==> src/rtl/gray_frame_if.sv <==
// Handshake and datapath bundle between the frame sequencer,
// the image memories, the gray converter and the task FSM.
interface gray_frame_if #(
  parameter int ROW_W = 6,
  parameter int COL_W = 6
);
  logic             start;
  logic             hold;
  logic [ROW_W-1:0] row;
  logic [COL_W-1:0] col;
  logic [23:0]      in_pix;
  logic [23:0]      gray_in_pix;
  logic [23:0]      gray_out_pix;
  logic [ROW_W-1:0] out_row;
  logic [COL_W-1:0] out_col;
  logic             out_we;
  logic [23:0]      out_pix;
  logic             busy;
  logic             done;

  modport master (
    output start, hold, in_pix, gray_out_pix,
    input  row, col, gray_in_pix,
    input  out_row, out_col, out_we, out_pix,
    input  busy, done
  );

  modport slave (
    input  start, hold, in_pix, gray_out_pix,
    output row, col, gray_in_pix,
    output out_row, out_col, out_we, out_pix,
    output busy, done
  );
endinterface

==> src/rtl/gray_frame_ctrl.sv <==
// Raster-order frame sequencer for the grayscale datapath:
// reads each pixel, feeds the converter, writes the result back.
module gray_frame_ctrl #(
  parameter int IMG_ROWS = 64,
  parameter int IMG_COLS = 64,
  parameter int ROW_W    = 6,
  parameter int COL_W    = 6
) (
  input logic        clk,
  input logic        rst,
  gray_frame_if.slave bus
);

  typedef enum logic [1:0] {
    IDLE,
    READ,
    DRAIN,
    DONE
  } state_t;

  localparam logic [ROW_W-1:0] ROW_LAST = ROW_W'(IMG_ROWS - 1);
  localparam logic [COL_W-1:0] COL_LAST = COL_W'(IMG_COLS - 1);

  state_t           state_q, state_d;
  logic [ROW_W-1:0] row_q, row_d;
  logic [COL_W-1:0] col_q, col_d;
  logic             drain_q, drain_d;

  logic             v1_q, v2_q;
  logic [ROW_W-1:0] r1_q, r2_q;
  logic [COL_W-1:0] c1_q, c2_q;
  logic [23:0]      pix_q;

  logic last_row;
  logic last_col;

  assign last_row = (row_q == ROW_LAST);
  assign last_col = (col_q == COL_LAST);

  // control state and address counters; hold freezes everything
  always_ff @(posedge clk) begin
    if (rst) begin
      state_q <= IDLE;
      row_q   <= '0;
      col_q   <= '0;
      drain_q <= 1'b0;
    end else if (!bus.hold) begin
      state_q <= state_d;
      row_q   <= row_d;
      col_q   <= col_d;
      drain_q <= drain_d;
    end
  end

  // next state and raster address walk
  always_comb begin
    state_d = state_q;
    row_d   = row_q;
    col_d   = col_q;
    drain_d = drain_q;
    unique case (state_q)
      IDLE: begin
        if (bus.start) begin
          state_d = READ;
          row_d   = '0;
          col_d   = '0;
        end
      end
      READ: begin
        if (last_row && last_col) begin
          state_d = DRAIN;
          drain_d = 1'b0;
        end else if (last_col) begin
          col_d = '0;
          row_d = row_q + ROW_W'(1);
        end else begin
          col_d = col_q + COL_W'(1);
        end
      end
      DRAIN: begin
        if (drain_q) state_d = DONE;
        else         drain_d = 1'b1;
      end
      DONE: state_d = IDLE;
      default: state_d = IDLE;
    endcase
  end

  // two-stage pipeline: memory latency, then converter register
  always_ff @(posedge clk) begin
    if (rst) begin
      v1_q  <= 1'b0;
      v2_q  <= 1'b0;
      r1_q  <= '0;
      c1_q  <= '0;
      r2_q  <= '0;
      c2_q  <= '0;
      pix_q <= '0;
    end else if (!bus.hold) begin
      v1_q <= (state_q == READ);
      r1_q <= row_q;
      c1_q <= col_q;
      v2_q <= v1_q;
      r2_q <= r1_q;
      c2_q <= c1_q;
      if (v1_q) pix_q <= bus.in_pix;
    end
  end

  assign bus.row         = row_q;
  assign bus.col         = col_q;
  assign bus.gray_in_pix = pix_q;
  assign bus.out_row     = r2_q;
  assign bus.out_col     = c2_q;
  assign bus.out_we      = v2_q && !bus.hold;
  assign bus.out_pix     = bus.gray_out_pix;
  assign bus.busy        = (state_q == READ) ||
                           (state_q == DRAIN);
  assign bus.done        = (state_q == DONE) && !bus.hold;

endmodule
==> src/flat_wrapper.sv <==
// flat-port wrapper written by rule: the top's interface ports become plain ports
module gray_frame_ctrl_flat 
#(
  parameter int IMG_ROWS = 64,
  parameter int IMG_COLS = 64,
  parameter int ROW_W    = 6,
  parameter int COL_W    = 6
)
  (clk, rst, bus_start, bus_hold, bus_in_pix, bus_gray_out_pix, bus_row, bus_col, bus_gray_in_pix, bus_out_row, bus_out_col, bus_out_we, bus_out_pix, bus_busy, bus_done);
  gray_frame_if #(.ROW_W(ROW_W), .COL_W(COL_W)) bus_i ();
  input logic clk;
  input logic rst;
  input wire logic [$bits(bus_i.start)-1:0] bus_start;
  input wire logic [$bits(bus_i.hold)-1:0] bus_hold;
  input wire logic [$bits(bus_i.in_pix)-1:0] bus_in_pix;
  input wire logic [$bits(bus_i.gray_out_pix)-1:0] bus_gray_out_pix;
  output wire logic [$bits(bus_i.row)-1:0] bus_row;
  output wire logic [$bits(bus_i.col)-1:0] bus_col;
  output wire logic [$bits(bus_i.gray_in_pix)-1:0] bus_gray_in_pix;
  output wire logic [$bits(bus_i.out_row)-1:0] bus_out_row;
  output wire logic [$bits(bus_i.out_col)-1:0] bus_out_col;
  output wire logic [$bits(bus_i.out_we)-1:0] bus_out_we;
  output wire logic [$bits(bus_i.out_pix)-1:0] bus_out_pix;
  output wire logic [$bits(bus_i.busy)-1:0] bus_busy;
  output wire logic [$bits(bus_i.done)-1:0] bus_done;
  assign bus_i.start = bus_start;
  assign bus_i.hold = bus_hold;
  assign bus_i.in_pix = bus_in_pix;
  assign bus_i.gray_out_pix = bus_gray_out_pix;
  assign bus_row = bus_i.row;
  assign bus_col = bus_i.col;
  assign bus_gray_in_pix = bus_i.gray_in_pix;
  assign bus_out_row = bus_i.out_row;
  assign bus_out_col = bus_i.out_col;
  assign bus_out_we = bus_i.out_we;
  assign bus_out_pix = bus_i.out_pix;
  assign bus_busy = bus_i.busy;
  assign bus_done = bus_i.done;
  gray_frame_ctrl #(.IMG_ROWS(IMG_ROWS), .IMG_COLS(IMG_COLS), .ROW_W(ROW_W), .COL_W(COL_W)) u_core (.clk(clk), .rst(rst), .bus(bus_i));
endmodule
==> config.mk <==
export PLATFORM = sky130hd
export DESIGN_NAME = gray_frame_ctrl_flat
export DESIGN_NICKNAME = d
export VERILOG_FILES = /design/src/rtl/gray_frame_if.sv /design/src/rtl/gray_frame_ctrl.sv /design/src/flat_wrapper.sv
export SDC_FILE = /design/constraint.sdc
export NUM_CORES = 1
export LEC_CHECK = 0
export BUFFER_PORTS_ARGS = -buffer_cell sky130_fd_sc_hd__clkbuf_2
export CORE_ASPECT_RATIO = 0.7
export CORE_MARGIN = 4
export CORE_UTILIZATION = 52
export CTS_BUF_LIST = sky130_fd_sc_hd__clkbuf_8
export CTS_CLUSTER_DIAMETER = 150
export DETAILED_ROUTE_END_ITERATION = 10
export PLACE_DENSITY = 0.87
export RECOVER_POWER = 25
export SETUP_SLACK_MARGIN = 0.02
export SLEW_MARGIN = 20
export SYNTH_ARGS = -nofsm -noshare
export SYNTH_HDL_FRONTEND = slang
export SYNTH_SLANG_ARGS = --single-unit
==> constraint.sdc <==
create_clock -name clk -period 3.2 [get_ports clk]
set_input_delay 0.16 -clock clk [delete_from_list [all_inputs] [get_ports clk]]
set_output_delay 0.16 -clock clk [all_outputs]
set_load 0.05 [all_outputs]
After elaboration in Yosys (flattened, before gate mapping):

Index checks and enable logic that the tools add are counted.
Widths: inputs -> output; s select.

* register bits after elaboration: 65
* latch bits: 0
* memory bits (writable): 0
* memory bits (read-only): 0
* input port bits: 52
* output and inout bits: 75
* word-level logic and storage cells: 50
* memories: 0

* add/sub/neg operators: 2
* $mul: 0
* div/mod/pow operators: 0
* $lt $le $gt $ge: 0
* equality and inequality tests: 10
* shifts and indexed selects: 0
* multiplexer cells: 13
* bitwise gates (word level): 1
* reductions and logical operators: 13

Operators with widths (count)
* $mux 6: 5
* $pmux 6 s2: 2
* $add 6x1->6 const B: 2
* $eq 6x6->1 const B: 2
* $pmux 2 s4: 1
* $reduce_and 4->1: 2
* $mux 2: 3
* $ne 2x1->1 const B: 3
* $reduce_and 5->1: 1
* $eq 2x2->1 const B: 2
* $ne 2x2->1 const B: 2
* $reduce_bool 2->1: 2
* $logic_and 1x1->1: 3
* $reduce_and 3->1: 1
* $eq 2x1->1 const B: 1
* $logic_not 2->1: 1
* $pmux 1 s2: 1
* $reduce_and 2->1: 1
* $logic_not 1->1: 1
* $logic_or 1x1->1: 1
* $mux 1: 1
* $not 1->1: 1

Depth between registers and ports, before layout:

* depth in word-level cells: 4
* gate-level depth with buffers: 7
* depth with buffers taken out: 6

Least setup slack after synthesis:

OpenSTA, ideal clock, no wires.

* kind: reg-to-reg
* start point: register u_core.col_q[0], in the netlist u_core.bus.col[0]
* end point: register u_core.state_q[0]
* arrival: 2.219 ns
* slack: 0.896 ns
* stages on the path, launching flop included: 6
* clock period less this slack: 2.304 ns
* cells stage by stage: dfxtp_1 ha_1 nand3_2 or4_4 a221o_1 a211oi_1

* longest elaborated chain between the ends: 4

Ends and longest elaborated chain
* start: declaration: RTL line gray_frame_ctrl.sv:26 `logic [COL_W-1:0] col_q, col_d;`
* start signal: assignment: RTL line gray_frame_ctrl.sv:50 `col_q <= col_d;`
* $eq 6x6->1: RTL line gray_frame_ctrl.sv:38 `assign last_col = (col_q == COL_LAST);`
* $logic_and 1x1->1: RTL line gray_frame_ctrl.sv:70 `if (last_row && last_col) begin`
* $ne 2x1->1 (no line)
* $reduce_and 4->1 (no line)
* end signal: assignment: RTL line gray_frame_ctrl.sv:48 `state_q <= state_d;`
* end: declaration: RTL line gray_frame_ctrl.sv:24 `state_t state_q, state_d;`

Every way passes these cells.
A chain may end at the register's enable or synchronous reset.

Final worst setup path:

* start point: register u_core.state_q[1]
* end point: register u_core.col_q[5], in the netlist u_core.bus.col[5]

* longest elaborated chain between the ends: 3

Ends and longest elaborated chain
* $eq 2x1->1 or $logic_not 2->1 (tied branches): RTL line gray_frame_ctrl.sv:61 `unique case (state_q)`
* $ne 2x2->1 (no line) or $reduce_bool 2->1 (tied branches)
* $reduce_and 4->1 (no line)

Several ways; a longest one is shown, not always the timed one.

==> impl_metrics.env <==
export IMPL_crit_arrival_ns=2.69
export IMPL_relSlewSlack=-0.164
export IMPL_hold_viol=0
export IMPL_wl_per_cell_um=13.1
export IMPL_io_buffer_count=78
export IMPL_start_util=0.541
export IMPL_critPathMaxFanout=15
export IMPL_dieWidth_um=96.6
export IMPL_grt_pass1_vias=2116
export IMPL_yosys_cell_types_count=44
export IMPL_syn_area_um2=2860
export IMPL_cts_htree_levels=3
export IMPL_rsz0062_at_grt="no"
export IMPL_fin_crit_ns=2.46
export IMPL_final_setup_viol_count=0
export IMPL_crit_path_max_incr_delay_ns=0.66
export IMPL_chipHeight_um=70.0
export IMPL_cts_tree="done"
export IMPL_track_usage=0.178
export IMPL_cts_max_path_buffers=2
export IMPL_postCtsSetupRepairBufs=0
export IMPL_crit_type="register to register"
export IMPL_layout_drive_gt1_share=0.264
export IMPL_vias=2400
export IMPL_hold_buffers=0
export IMPL_busiest_layer="met2"
export IMPL_p_leak_nw=1.43
export IMPL_fin_crit_sh=0.767
export IMPL_critPathRequiredTime_ns=3.44
export IMPL_fillers=469
export IMPL_finalClockSkew_ns=0.00511
export IMPL_cp_slowest_cell="or4b_2"
export IMPL_outcome="finished with violations"
export IMPL_clockRootBuffer="clkbuf_8"
export IMPL_synth_top_cell_by_area="dfxtp_1"
export IMPL_syn_to_final_growth_pct=17.2
export IMPL_synth_top_area_frac=0.455
export IMPL_final_nets=435
export IMPL_first_pass_iters=4
export IMPL_syn_nets=388
export IMPL_power_w=0.00185
export IMPL_ios=127
export IMPL_dieArea_um2=6770
export IMPL_layout_commonest_cell="clkbuf_2"
export IMPL_first_iter_violations=181
export IMPL_grt_max_degree=45
export IMPL_holdPathStages=3
export IMPL_ctsResizeCount=0
export IMPL_ys_seq_area_frac=0.455
export IMPL_grt_pass1_wl_um=9840
export IMPL_fin_tns_setup_ns=0
export IMPL_globalRouteMet3Util=0.0788
export IMPL_yosysWarnings=0
export IMPL_synthArstFlopShare=0
export IMPL_grt_ovfl_total=0
export IMPL_rr_worst_depth=6
export IMPL_max_vdd_ir_drop_mv=0.249
export IMPL_diodes=0
export IMPL_worst_pin_slew_ns=1.75
export IMPL_cap_violations=1
export IMPL_start_kind="register"
export IMPL_syn_avg_cell_area_um2=8.66
export IMPL_synthTopCellsByArea="dfxtp_1 (46%), mux2i_1 (9.8%), nand2_1 (7.7%)"
export IMPL_clock_sinks=65
export IMPL_hold_class="primary input to register"
export IMPL_synth_cells=330
export IMPL_dp_hpwl_um=4150
export IMPL_ys_ff_latch=65
export IMPL_core_um2=5290
export IMPL_cts_buffers=9
export IMPL_clkTransAtPathRegs_ns=0.07
export IMPL_met2_usage=0.263
export IMPL_antenna_found_initial=0
export IMPL_power_density_nw_per_um2=552
export IMPL_synth_edff_count=0
export IMPL_fmax_mhz=407
export IMPL_grtUsageMet1=0.219
export IMPL_place_congestion=0.799
export IMPL_clkLatencyLatePin_ns=0.34
export IMPL_finalWirelength_um=5940
export IMPL_drc=0
export IMPL_ys_flop_type="dfxtp_1"
export IMPL_crit_chain="inv_1 -> ha_1 -> mux2i_1 -> or2_1 -> or4b_2 -> a211oi_1"
export IMPL_cp_end_kind="register"
export IMPL_violations="capacitance limit, slew limit"
export IMPL_regArea_um2=1300
export IMPL_routed_via_density=5.29
export IMPL_multi_input_area_um2=1260
export IMPL_final_cell_mix="clkbuf_2 (77), dfxtp_1 (65), nand2_1 (59)"
export IMPL_finalMaxSlewViolations=45
export IMPL_rows=22
export IMPL_ant_nets=0
critical path: cells and delay by family, from the launching register on:
family / cells / cell delay, ns
flip-flops: 1 / 0.33
buffers and inverters: 1 / 0.09
AND/OR/NAND/NOR: 2 / 1.02
multiplexers: 1 / 0.19
AO/OA/AOI/OAI: 1 / 0.25
adder cells (fa/ha/maj): 1 / 0.47
per-stage QoR:
step / instances / utilization / hold slack (ns) / worst slack, ns / instance area [um^2]
after detailed placement: 438 / 0.586 / 0.320 / 0.800 / 3100
after CTS: 454 / 0.634 / 0.0154 / 0.779 / 3350
after floorplan: 330 / - / 0.296 / 0.896 / 2860
after global placement: 438 / 0.586 / 0.320 / 0.882 / 3100
final: 454 / 0.634 / 0.0305 / 0.744 / 3350
after global routing: 454 / 0.634 / 0.0137 / 0.514 / 3350
kinds of logic (layout without fill, tap and decap cells):
family,after synthesis,after routing,synth area share
adders and majority gates,6,6,0.0263
AOI/OAI and AO/OA,58,58,0.125
muxes,28,28,0.0980
buffers and inverters,53,105,0.102
and+or+nand+nor,120,120,0.193
DFF,65,65,0.455
report_power, final:
part | internal (W) | switching, W | total (W) | leakage, nW
Sequential | 0.000822 | 0.00000849 | 0.000830 | 0.524
Combinational | 0.0000518 | 0.000114 | 0.000166 | 0.776
Clock | 0.000558 | 0.000296 | 0.000854 | 0.131
cell usage after synthesis, drive strengths merged, types with 3 or more instances:
| cell type | count |
|---|---|
| nand2 | 59 |
| buf | 28 |
| nand2b | 4 |
| o21ai | 6 |
| nor3 | 3 |
| nor2 | 29 |
| nand3 | 6 |
| clkbuf | 17 |
| ha | 6 |
| mux2i | 28 |
| nor2b | 3 |
| or4 | 3 |
| nand4 | 3 |
| a21oi | 29 |
| inv | 8 |
| dfxtp | 65 |
| a211oi | 8 |
state kept, by name, indices dropped and copies added (netlist names):
signal,cells
u_core.bus.gray_in_pix,24
u_core.bus.col,6
u_core.bus.out_col,6
u_core.bus.out_row,6
u_core.bus.row,6
u_core.c1_q,6
u_core.r1_q,6
u_core.state_q,2
u_core.drain_q,1
u_core.v1_q,1
u_core.v2_q,1
layer usage:
layer,part of all wire,vias up
li1,-,1200
met1,0.44,1091
met2,0.45,87
met3,0.089,22
met4,0.025,0
met5,0,-
cell type report:
type	instances	share of cell area
multi-input cells	212	0.377
clock buffers	11	0.0452
well taps	72	0.0269
clock inverters	5	0.0306
flip-flops and latches	65	0.388
inverters	8	0.00896
repair buffers	81	0.123
worst paths after layout:
path	start	to	slack, ns
min	bus_in_pix[20]	u_core.bus.gray_in_pix[20]	0.03
max reg2reg	u_core.state_q[1]	u_core.bus.col[5]	0.74
min reg2reg	u_core.bus.gray_in_pix[2]	u_core.bus.gray_in_pix[2]	0.45
max	u_core.state_q[1]	u_core.bus.col[5]	0.74
No activity file was read; power rests on OpenSTA's default activity.
